**src/rtl/mag_seq_pkg.sv**
```systemverilog
// Shared encodings for the magnetometer poll sequencer: I2C byte-master ops, FSM states, script steps.
package mag_seq_pkg;

    localparam int unsigned STEP_W = 4;
    localparam int unsigned OP_W   = 3;

    typedef enum logic [OP_W-1:0] {
        OP_START   = 3'd0,
        OP_WRBYTE  = 3'd1,
        OP_RD_ACK  = 3'd2,
        OP_RD_NACK = 3'd3,
        OP_STOP    = 3'd4
    } op_e;

    typedef enum logic [2:0] {
        ST_IDLE      = 3'd0,
        ST_RUN_INIT  = 3'd1,
        ST_RUN_POLL  = 3'd2,
        ST_POLL_WAIT = 3'd3,
        ST_ERR_STOP  = 3'd4
    } state_e;

    localparam logic [STEP_W-1:0] INIT_FIRST = 4'd0;
    localparam logic [STEP_W-1:0] POLL_FIRST = 4'd6;
    localparam logic [STEP_W-1:0] LAST       = 4'd15;

    typedef struct packed {
        op_e        op;
        logic [7:0] data;
        logic       is_last;
        logic       is_read;
    } step_t;

    // Only address and write bytes carry a meaningful slave ACK/NACK.
    function automatic logic op_can_nack(input op_e op);
        return (op == OP_START) || (op == OP_WRBYTE);
    endfunction

endpackage

```
**src/rtl/mag_seq_script.sv**
```systemverilog
// Combinational script ROM: step index -> bus op, data byte and step flags.
module mag_seq_script
    import mag_seq_pkg::*;
#(
    parameter logic [6:0] DEV_ADDR = 7'h1E,
    parameter logic [7:0] CRA_VAL  = 8'h70,
    parameter logic [7:0] CRB_VAL  = 8'h20,
    parameter logic [7:0] MODE_VAL = 8'h00
) (
    input  logic [STEP_W-1:0] step,
    output step_t             entry
);

    always_comb begin : script_rom
        entry = '{OP_STOP, 8'h00, 1'b1, 1'b0};
        case (step)
            INIT_FIRST: entry = '{OP_START,   {DEV_ADDR, 1'b0}, 1'b0, 1'b0};
            4'd1:       entry = '{OP_WRBYTE,  8'h00,            1'b0, 1'b0};
            4'd2:       entry = '{OP_WRBYTE,  CRA_VAL,          1'b0, 1'b0};
            4'd3:       entry = '{OP_WRBYTE,  CRB_VAL,          1'b0, 1'b0};
            4'd4:       entry = '{OP_WRBYTE,  MODE_VAL,         1'b0, 1'b0};
            4'd5:       entry = '{OP_STOP,    8'h00,            1'b1, 1'b0};
            POLL_FIRST: entry = '{OP_START,   {DEV_ADDR, 1'b0}, 1'b0, 1'b0};
            4'd7:       entry = '{OP_WRBYTE,  8'h03,            1'b0, 1'b0};
            4'd8:       entry = '{OP_START,   {DEV_ADDR, 1'b1}, 1'b0, 1'b0};
            4'd9, 4'd10, 4'd11, 4'd12, 4'd13:
                        entry = '{OP_RD_ACK,  8'h00,            1'b0, 1'b1};
            4'd14:      entry = '{OP_RD_NACK, 8'h00,            1'b0, 1'b1};
            LAST:       entry = '{OP_STOP,    8'h00,            1'b1, 1'b0};
            default:    entry = '{OP_STOP,    8'h00,            1'b1, 1'b0};
        endcase
    end

endmodule

```
**src/rtl/magnetometer_poll_sequencer.sv**
```systemverilog
// Configures an HMC5883L-class magnetometer once, then polls X/Z/Y through an I2C byte master.
// Optional response watchdog enabled by defining MAG_SEQ_TIMEOUT_EN.
module magnetometer_poll_sequencer
    import mag_seq_pkg::*;
#(
    parameter logic [6:0]  DEV_ADDR = 7'h1E,
    parameter int unsigned POLL_DIV = 20000,
    parameter logic [7:0]  CRA_VAL  = 8'h70,
    parameter logic [7:0]  CRB_VAL  = 8'h20,
    parameter logic [7:0]  MODE_VAL = 8'h00
`ifdef MAG_SEQ_TIMEOUT_EN
    , parameter int unsigned TIMEOUT_CYC = 5000
`endif
) (
    input  logic        clk,
    input  logic        reset_n,
    input  logic        enable,
    output logic        cmd_valid,
    input  logic        cmd_ready,
    output logic [2:0]  cmd_op,
    output logic [7:0]  cmd_data,
    input  logic        rsp_valid,
    input  logic [7:0]  rsp_data,
    input  logic        rsp_nack,
    output logic [31:0] mag_x,
    output logic [31:0] mag_y,
    output logic [31:0] mag_z,
    output logic        mag_valid,
    output logic        init_done,
    output logic        busy,
    output logic [7:0]  err_count
);

    localparam int unsigned PW = $clog2(POLL_DIV + 1);
`ifdef MAG_SEQ_TIMEOUT_EN
    localparam int unsigned WW = $clog2(TIMEOUT_CYC + 1);
    logic [WW-1:0] wd_cnt, wd_d;
`endif

    state_e            state, state_d;
    logic [STEP_W-1:0] step, step_d;
    logic              wait_rsp, wait_d;
    logic              cmd_valid_d;
    op_e               op_q, op_d;
    logic [7:0]        data_d;
    logic [PW-1:0]     poll_cnt, poll_cnt_d;
    logic [47:0]       bytes_q, bytes_d;
    logic [7:0]        err_d;
    logic              init_done_d, mag_upd;
    logic              busy_d, mag_valid_d;
    logic [31:0]       mag_x_d, mag_y_d, mag_z_d;
    step_t             cur;

    mag_seq_script #(
        .DEV_ADDR (DEV_ADDR),
        .CRA_VAL  (CRA_VAL),
        .CRB_VAL  (CRB_VAL),
        .MODE_VAL (MODE_VAL)
    ) u_script (
        .step  (step),
        .entry (cur)
    );

    assign cmd_op = op_q;

    // State and datapath registers.
    always_ff @(posedge clk or negedge reset_n) begin
        if (!reset_n) begin
            state     <= ST_IDLE;
            step      <= INIT_FIRST;
            wait_rsp  <= 1'b0;
            cmd_valid <= 1'b0;
            op_q      <= OP_START;
            cmd_data  <= 8'h00;
            poll_cnt  <= '0;
            bytes_q   <= '0;
            err_count <= 8'h00;
            init_done <= 1'b0;
            busy      <= 1'b0;
            mag_valid <= 1'b0;
            mag_x     <= '0;
            mag_y     <= '0;
            mag_z     <= '0;
`ifdef MAG_SEQ_TIMEOUT_EN
            wd_cnt    <= '0;
`endif
        end else begin
            state     <= state_d;
            step      <= step_d;
            wait_rsp  <= wait_d;
            cmd_valid <= cmd_valid_d;
            op_q      <= op_d;
            cmd_data  <= data_d;
            poll_cnt  <= poll_cnt_d;
            bytes_q   <= bytes_d;
            err_count <= err_d;
            init_done <= init_done_d;
            busy      <= busy_d;
            mag_valid <= mag_valid_d;
            mag_x     <= mag_x_d;
            mag_y     <= mag_y_d;
            mag_z     <= mag_z_d;
`ifdef MAG_SEQ_TIMEOUT_EN
            wd_cnt    <= wd_d;
`endif
        end
    end

    // Script stepping, handshake, poll timer and error handling.
    always_comb begin : next_state
        logic err_hit;
        err_hit     = 1'b0;
        state_d     = state;
        step_d      = step;
        wait_d      = wait_rsp;
        cmd_valid_d = cmd_valid;
        op_d        = op_q;
        data_d      = cmd_data;
        poll_cnt_d  = poll_cnt;
        bytes_d     = bytes_q;
        init_done_d = init_done;
        mag_upd     = 1'b0;
`ifdef MAG_SEQ_TIMEOUT_EN
        wd_d        = '0;
`endif
        case (state)
            ST_IDLE: begin
                if (enable) begin
                    state_d = init_done ? ST_RUN_POLL : ST_RUN_INIT;
                    step_d  = init_done ? POLL_FIRST : INIT_FIRST;
                end
            end
            ST_POLL_WAIT: begin
                if (!enable) begin
                    state_d    = ST_IDLE;
                    poll_cnt_d = '0;
                end else if (poll_cnt == PW'(POLL_DIV - 1)) begin
                    poll_cnt_d = '0;
                    state_d    = init_done ? ST_RUN_POLL : ST_RUN_INIT;
                    step_d     = init_done ? POLL_FIRST : INIT_FIRST;
                end else begin
                    poll_cnt_d = poll_cnt + PW'(1);
                end
            end
            default: begin
                if (!cmd_valid && !wait_rsp) begin
                    cmd_valid_d = 1'b1;
                    op_d        = (state == ST_ERR_STOP) ? OP_STOP : cur.op;
                    data_d      = (state == ST_ERR_STOP) ? 8'h00 : cur.data;
                end else if (cmd_valid) begin
                    if (cmd_ready) begin
                        cmd_valid_d = 1'b0;
                        wait_d      = 1'b1;
                    end
                end else if (rsp_valid) begin
                    wait_d = 1'b0;
                    if (state != ST_ERR_STOP && op_can_nack(op_q) && rsp_nack) begin
                        err_hit = 1'b1;
                        state_d = ST_ERR_STOP;
                    end else if (state == ST_ERR_STOP || cur.is_last) begin
                        state_d = enable ? ST_POLL_WAIT : ST_IDLE;
                        if (state == ST_RUN_INIT) init_done_d = 1'b1;
                        if (state == ST_RUN_POLL) mag_upd = 1'b1;
                    end else begin
                        if (cur.is_read) bytes_d = {bytes_q[39:0], rsp_data};
                        step_d = step + STEP_W'(1);
                    end
`ifdef MAG_SEQ_TIMEOUT_EN
                end else if (wd_cnt == WW'(TIMEOUT_CYC - 1)) begin
                    // Abandon the op; a lost STOP is not re-issued.
                    err_hit = 1'b1;
                    wait_d  = 1'b0;
                    if (state == ST_ERR_STOP || op_q == OP_STOP)
                        state_d = enable ? ST_POLL_WAIT : ST_IDLE;
                    else
                        state_d = ST_ERR_STOP;
                end else begin
                    wd_d = wd_cnt + WW'(1);
`endif
                end
            end
        endcase
        err_d = (err_hit && err_count != 8'hFF) ? err_count + 8'd1 : err_count;
    end

    // Registered status and sample outputs; bytes arrive XH XL ZH ZL YH YL.
    always_comb begin : out_logic
        busy_d      = (state_d == ST_RUN_INIT) || (state_d == ST_RUN_POLL) ||
                      (state_d == ST_ERR_STOP);
        mag_valid_d = mag_upd;
        mag_x_d     = mag_x;
        mag_y_d     = mag_y;
        mag_z_d     = mag_z;
        if (mag_upd) begin
            mag_x_d = {{16{bytes_q[47]}}, bytes_q[47:32]};
            mag_z_d = {{16{bytes_q[31]}}, bytes_q[31:16]};
            mag_y_d = {{16{bytes_q[15]}}, bytes_q[15:0]};
        end
    end

endmodule
```
**config.mk**
```make
export PLATFORM = sky130hd
export DESIGN_NAME = magnetometer_poll_sequencer
export DESIGN_NICKNAME = d
export VERILOG_FILES = /design/src/rtl/mag_seq_pkg.sv /design/src/rtl/mag_seq_script.sv /design/src/rtl/magnetometer_poll_sequencer.sv
export SDC_FILE = /design/constraint.sdc
export NUM_CORES = 1
export LEC_CHECK = 0
export CAP_MARGIN = 40
export CORE_MARGIN = 2
export CORE_UTILIZATION = 47
export CTS_CLUSTER_DIAMETER = 30
export CTS_CLUSTER_SIZE = 25
export DETAILED_ROUTE_END_ITERATION = 7
export GPL_TIMING_DRIVEN = 0
export PLACE_DENSITY = 0.77
export SLEW_MARGIN = 15
export SYNTH_ARGS = -nofsm -noshare
export SYNTH_HDL_FRONTEND = slang
export SYNTH_HIERARCHICAL = 1
export SYNTH_SLANG_ARGS = --single-unit
```
**constraint.sdc**
```tcl
create_clock -name clk -period 2.45 [get_ports clk]
set_input_delay 0.735 -clock clk [delete_from_list [all_inputs] [get_ports clk]]
set_output_delay 0.735 -clock clk [all_outputs]
set_load 0.02 [all_outputs]
```
==> results of run 1 <==
[repair_timing]
item                                    4_1_cts  5_1_grt
buffers inserted                              7        5
resized for setup                            33       23
pin swaps                                     1        3
endpoints found under the setup margin      125      113
[sequential cells by signal (all words and copies together), names as in the netlist, 3 cells and up]
| name | flops |
|---|---|
| cmd_op | 3 |
| mag_x | 16 |
| bytes_q | 48 |
| mag_z | 16 |
| poll_cnt | 15 |
| step | 4 |
| err_count | 8 |
| state | 3 |
| cmd_data | 8 |
| mag_y | 16 |
[critical path: stages, from the launching register on]
cell                              delay [ns]
sky130_fd_sc_hd__dfrtp_2                0.43
sky130_fd_sc_hd__buf_4                  0.16
sky130_fd_sc_hd__buf_4                  0.12
sky130_fd_sc_hd__clkdlybuf4s50_1        0.54
[cells in the final DEF, fill, tap and decap left out, types with 5 or more instances in the layout]
master                              n
sky130_fd_sc_hd__clkbuf_16         17
sky130_fd_sc_hd__clkdlybuf4s50_1  110
sky130_fd_sc_hd__dfrtp_1          137
sky130_fd_sc_hd__ha_1               8
sky130_fd_sc_hd__nand2_1           51
sky130_fd_sc_hd__nand3_1           16
sky130_fd_sc_hd__dfrtp_2            5
sky130_fd_sc_hd__o31ai_1            5
sky130_fd_sc_hd__buf_4             77
sky130_fd_sc_hd__nand4_1            7
sky130_fd_sc_hd__a21oi_1            5
sky130_fd_sc_hd__inv_1              8
sky130_fd_sc_hd__mux2_2            99
sky130_fd_sc_hd__nand3b_1           5
sky130_fd_sc_hd__buf_2              8
sky130_fd_sc_hd__and3_1             7
sky130_fd_sc_hd__xor2_1             5
sky130_fd_sc_hd__clkbuf_1           6
sky130_fd_sc_hd__dlymetal6s2s_1     7
sky130_fd_sc_hd__o21ai_1            5
sky130_fd_sc_hd__o21ai_0           29
sky130_fd_sc_hd__nor2_1            19
sky130_fd_sc_hd__xnor2_1            5
[power by group through the flow]
stage                     sequential [W]  clock, W  combinational [W]
final                            0.00326   0.00254            0.00182
after detailed placement         0.00327         0            0.00169
after global routing             0.00333   0.00271            0.00201
after floorplan                  0.00325         0            0.00110
after global placement           0.00323         0            0.00160
after CTS                        0.00325   0.00259            0.00179
[worst max-delay path by stage]
stage                   start          end  slack (ns)
finish              mag_y[15]    mag_y[25]        0.04
global route        rsp_valid    mag_z[10]       -0.02
CTS                 mag_z[15]    mag_z[18]       0.001
detailed placement   rsp_nack  bytes_q[22]       -0.65
global placement      reset_n     mag_x[7]       -4.78
floorplan             step[1]     mag_y[0]        0.02
[cells by family (layout without fill, tap and decap cells)]
family	count (synthesis)	count (layout)	synth area share, %
flip-flops	142	142	54.44
AND/OR/NAND/NOR	138	138	10.95
multiplexers	102	102	17.54
buffers and inverters	82	258	8.127
AO/OA/AOI/OAI	61	61	5.827
XOR/XNOR	10	10	1.342
adder cells (fa/ha/maj)	9	9	1.725
other	1	1	0.05745
[layout make-up]
cell class | count | area (um2)
inverter | 9 | 33.78
clock buffer | 22 | 484.2
timing repair buffer | 145 | 1424
sequential | 142 | 3560
fill | 1061 | 4837
multi-input combinational | 321 | 2510
buffer | 72 | 534.3
clock inverter | 10 | 111.4
tap | 180 | 225.2
[metal layers]
| metal | routed length [um] | up-vias |
|---|---|---|
| li1 | - | 2184 |
| met1 | 6140 | 2326 |
| met2 | 7474 | 157 |
| met3 | 834 | 31 |
| met4 | 285 | 0 |
| met5 | 0 | - |
[stage by stage]
step / worst slack, ns / util, % / power (W) / instances / area, um2
final: 0.04182 / 64.74 / 0.007625 / 901 / 8882
after CTS: 0.001054 / 63.99 / 0.007623 / 896 / 8778
after global placement: -4.780 / 58.89 / 0.004835 / 857 / 8079
after detailed placement: -0.6455 / 59.12 / 0.004961 / 858 / 8112
after floorplan: 0.02106 / - / 0.004348 / 545 / 6533
after global routing: -0.01607 / 64.74 / 0.008044 / 901 / 8882
==> flow_summary_export.csv, run 1 <==
group,metric,value,unit
run_status,status,"finished clean",
pwr,p_switching,0.002252,W
pwr,comb_power_share,23.9,%
cts,max-clock-path-buffers,2,
worst_setup_path,crit_path_max_fanout,5,
grt,antenna_found_initial,0,
floorplanning,io_pins,133,
grt,grt_util_met1,24.85,%
grt,grt-ovfl-total,0,
synthesis,count_of_state_elements_after_synthesis,142,
floorplanning,die_width,121.9,um
route,drt-initial-drc-count,276,
sta,setup_viol,0,
grt,grt_pass1_vias,4671,
route,drc,0,
sta,worstMarginPinSlew,0.6353,ns
floorplanning,floorplan.rows,43,
sta,tns,0,ns
synthesis,post-synth-top-area-cell,"sky130_fd_sc_hd__dfrtp_1",
worst_setup_path,arrival,1.67,ns
cells_and_area,area_growth_syn_to_layout,36.07,%
worst_setup_path,worst_r2r_path_depth,9,
worst_setup_path,critPathLaunchType,"register",
synthesis,yosys-top-cells-count,"142 x sky130_fd_sc_hd__dfrtp_1, 99 x sky130_fd_sc_hd__mux2_2, 53 x sky130_fd_sc_hd__buf_4, 53 x sky130_fd_sc_hd__nand2_1, 30 x sky130_fd_sc_hd__o21ai_0",
grt,grt_use_met2,34.88,%
sta,layout_worst_path_cycle_share,98.29,%
route,ant_nets,0,
cts,tritoncts.num_buffers,17,
floorplanning,initial_core_util,47.58,%
cts,cts.sink_count,142,
min_path,hp-class,"input pin to async pin",
sta,worst_hold_slack,0.2713,ns
synthesis,synth.net_count,568,
sta,fin_crit,2.408,ns
pwr,power-per-cell-area,858.5,nW/um2
floorplanning,die-area,14850,um2
grt,grt_util_met3,5.758,%
grt,gr-usage-all-layers,20.57,%
worst_setup_path,rrSetupSlack,0.12,ns
placed_design,place.port_buffers,132,
sta,worst_max_slew_margin_expressed_relative_to_the_limit,57.11,%
cts,ctsRootBufferMaster,"sky130_fd_sc_hd__clkbuf_16",
pwr,power.clock.fraction,33.3,%
sta,fmax,0.4153,GHz
cts,tritoncts,"yes",
pwr,leakagePower,4.331,nW
placed_design,place_hpwl,10100,um
synthesis,synth.top_cells.by_area,"sky130_fd_sc_hd__dfrtp_1 54%, sky130_fd_sc_hd__mux2_2 17%, sky130_fd_sc_hd__buf_4 6.1%",
grt,grt_max_degree,77,
cells_and_area,nNetsFinal,731,
synthesis,synth_flop_cell,"sky130_fd_sc_hd__dfrtp_1",
sta,hold_viol,0,
floorplanning,fp.coreArea,13720,um2
sta,worst_clock_skew,0.01119,ns
grt,gr-max-usage-layer,"met2",
worst_setup_path,timing.rr.end,"busy",
synthesis,postSynthAreaPerCell,11.98,um2
synthesis,synthMostInstantiatedCell,"sky130_fd_sc_hd__dfrtp_1",
synthesis,yosys_warnings,6,
cts,worstSkewPairLatency,0.42,ns
cts,cts_hold_buffers,0,
cts,cts_clk_pin_slew_worst_paths,0.06,ns
worst_setup_path,cp-end-kind,"output pin",
route,route.final.wire_length,14730,um
cts,h-tree-depth,4,
sta,maxSlewViolCount,0,
worst_setup_path,critical_register_to_register_path_startpoint,"step[0]",
route,detailedRoute.firstPassIterationCount,4,
worst_setup_path,timing.critical_path.required,1.71,ns
placed_design,gp_congestion,0.8761,
synthesis,synth_cells,545,
worst_setup_path,setup.worst_path.class,"register to output pin",
run,max_cap_violations,0,
synthesis,sequential_to_total_area_share_from_yosys_stat,54.44,%
route,avgRoutedWirePerCell,16.35,um
route,routed_via_density,5.214,
synthesis,ys_types,54,
pwr,vdd.ir_drop.worst,631.6,uV
route,vias,4698,
synthesis,synth_enable_flop_cells,0,
synthesis,synth_top_area_share,54.44,%
cells_and_area,insertedDiodeCount,0,
pwr,internal_power,0.005373,W
cells_and_area,proportion_of_layout_cells_with_a_drive_suffix_above_1,34.81,%
synthesis,mappedNetlistArea,6528,um2
pwr,switching_share,29.54,%
pwr,p_seq_share,42.8,%
floorplanning,die_height,121.9,um
synthesis,synthArstFlopShare,100.0,%
grt,grt_first_pass_wirelength,23570,um
(Power assumes the default switching activity.)
==> run 2: changes to the inputs <==
HOLD_SLACK_MARGIN = 0.06   (was default)
==> results of run 2 <==
Final layout, timing and power as in run 1 (identical DEF).
==> run 3: changes to the inputs <==
ABC_CLOCK_PERIOD_IN_PS = 2450   (was default)
CORE_MARGIN = 5   (was 2)
CTS_CLUSTER_SIZE = default   (was 25)
==> run 3 against run 2 <==
Effect of this change: worst hold slack got worse by 0.026 ns; final area decreased by 0.68%; global-route usage decreased by 2.0 points.
==> flow_summary_export.csv, run 3 (synthesis results as in run 1) <==
group,metric,value,unit
placed_design,place.port_buffers,132,
route,routed_via_density,5.119,
floorplanning,io_pins,133,
cells_and_area,max_flop_register,"bytes_q",
worst_setup_path,timing.critical_path.required,1.71,ns
placed_design,gp_congestion,0.8879,
floorplanning,die_width,127.9,um
cells_and_area,number_of_flip_flops_under_the_largest_register_name,48,
worst_setup_path,cp-end-kind,"output pin",
cells_and_area,seqCellArea,3560,um2
pwr,internal_power,0.005567,W
grt,grt_first_pass_wirelength,24010,um
grt,grt-ovfl-total,0,
placed_design,numPlacedInstances,858,
cts,cts_clk_pin_slew_worst_paths,0.06,ns
cells_and_area,finalNonFillerCells,893,
floorplanning,initial_core_util,47.39,%
cells_and_area,proportion_of_layout_cells_with_a_drive_suffix_above_1,37.17,%
cts,cts.sink_count,142,
sta,worst_hold_slack,0.2450,ns
grt,grt_max_degree,84,
worst_setup_path,crit_path_max_fanout,6,
route,ant_nets,0,
sta,worst_max_slew_margin_expressed_relative_to_the_limit,62.70,%
pwr,leakagePower,4.322,nW
cts,tritoncts.num_buffers,17,
sta,fin_crit,2.390,ns
cts,h-tree-depth,4,
sta,setup_viol,0,
floorplanning,die-area,16350,um2
pwr,comb_power_share,22.7,%
cells_and_area,nNetsFinal,723,
placed_design,area_after_dpl,8112,um2
pwr,power.clock.fraction,35.2,%
route,drt-initial-drc-count,170,
run,max_cap_violations,0,
min_path,hp-class,"input pin to async pin",
cts,worstSkewPairLatency,0.41,ns
cells_and_area,insertedDiodeCount,0,
floorplanning,die_height,127.9,um
floorplanning,floorplan.rows,43,
run_status,status,"finished clean",
worst_setup_path,arrival,1.66,ns
cts,tritoncts,"yes",
pwr,p_switching,0.002222,W
cells_and_area,fillerInstances,1076,
pwr,p_seq_share,42.1,%
sta,worst_clock_skew,0.005876,ns
sta,layout_worst_path_cycle_share,97.57,%
pwr,power-per-cell-area,882.8,nW/um2
sta,maxSlewViolCount,0,
route,route.final.wire_length,14690,um
worst_setup_path,setup.worst_path.class,"register to output pin",
cells_and_area,mostFrequentLayoutCell,"sky130_fd_sc_hd__dfrtp_1",
pwr,vdd.ir_drop.worst,777.5,uV
placed_design,place_hpwl,10380,um
sta,fmax,0.4183,GHz
cells_and_area,cell_area_after_layout,8822,um2
grt,antenna_found_initial,0,
cells_and_area,multi_input_area,2504,um2
sta,worstMarginPinSlew,0.5564,ns
placed_design,dpl_worst_slack,-0.6791,ns
sta,worst_slack,0.05962,ns
worst_setup_path,critPathLaunchType,"register",
cells_and_area,area_growth_syn_to_layout,35.15,%
route,vias,4571,
cells_and_area,final_cell_mix,"137 x sky130_fd_sc_hd__dfrtp_1, 99 x sky130_fd_sc_hd__mux2_2, 93 x sky130_fd_sc_hd__buf_4",
grt,grt_pass1_vias,4602,
pwr,switching_share,28.53,%
route,avgRoutedWirePerCell,16.44,um
cts,ctsRootBufferMaster,"sky130_fd_sc_hd__clkbuf_16",
floorplanning,fp.coreArea,13770,um2
route,detailedRoute.firstPassIterationCount,4,
worst_setup_path,worst_r2r_path_depth,7,
route,drc,0,
sta,hold_viol,0,
cts,max-clock-path-buffers,2,
grt,gr-usage-all-layers,18.53,%
## run 3: cell count changes in the layout (fill, tap and decap cells not counted), sizes merged
cell	previous run	this run
clkdlybuf4s50	110	92
buf	93	104
bufinv	2	4
dlymetal6s2s	7	5
clkbuf	29	30
clkinv	5	4
clkinvlp	3	2
## run 3: timing repair
item / 4_1_cts / 5_1_grt
hold endpoints to repair: 0 / 0
hold buffers: 0 / 0
pin swaps: 2 / 3
resized for setup: 53 / 24
buffers inserted: 2 / 3
setup endpoints to repair: 125 / 95
## run 3: worst paths after layout
path / endpoint / slack (ns) / start
hold reg to reg: poll_cnt[14] / 0.48 / poll_cnt[14]
max in group asynchronous: mag_x[15] / 1.45 / reset_n
hold / removal: cmd_valid / 0.24 / reset_n
min in group clk: poll_cnt[14] / 0.48 / poll_cnt[14]
setup reg to reg: bytes_q[41] / 0.14 / state[0]
setup / recovery: mag_z[24] / 0.06 / mag_z[15]
## run 3: worst max-delay path, cell delays in order (launching register included)
cell,delay [ns]
sky130_fd_sc_hd__dfrtp_2,0.44
sky130_fd_sc_hd__buf_4,0.16
sky130_fd_sc_hd__buf_4,0.12
sky130_fd_sc_hd__clkdlybuf4s50_1,0.53
## run 3: per-layer routing
| metal | part of all wire (%) | wire length (um) | GRT usage [%] | up-vias |
|---|---|---|---|---|
| li1 | - | - | - | 2165 |
| met1 | 42 | 6185 | 23.39 | 2270 |
| met2 | 50 | 7360 | 30.75 | 119 |
| met3 | 6.3 | 919 | 5.750 | 17 |
| met4 | 1.5 | 219 | 5.556 | 0 |
| met5 | 0 | 0 | 0 | - |
## run 3: layout make-up
cell class	count	area share [%]
multi-input cells	321	28.38
well taps	180	2.553
repair buffers	138	14.95
clock buffers	22	5.489
inverters	9	0.3829
clock inverters	10	1.801
plain buffers	71	6.098
flip-flops and latches	142	40.35
## run 3: stage by stage
step                        TNS, ns  util, %  total power (W)
after floorplan                   0        -         0.004348
after global routing      -0.005590    64.05         0.008201
after global placement      -725.47    58.66         0.004850
after CTS                         0    63.42         0.007792
final                             0    64.05         0.007788
after detailed placement     -50.59    58.89         0.004964
## run 3: power groups by stage
stage | registers (W) | clock network [W] | logic (W)
3_3_place_gp | 0.00325 | 0 | 0.00160
5_1_grt | 0.00335 | 0.00288 | 0.00196
6_report | 0.00328 | 0.00274 | 0.00177
2_1_floorplan | 0.00325 | 0 | 0.00110
3_5_place_dp | 0.00328 | 0 | 0.00168
4_1_cts | 0.00326 | 0.00279 | 0.00174
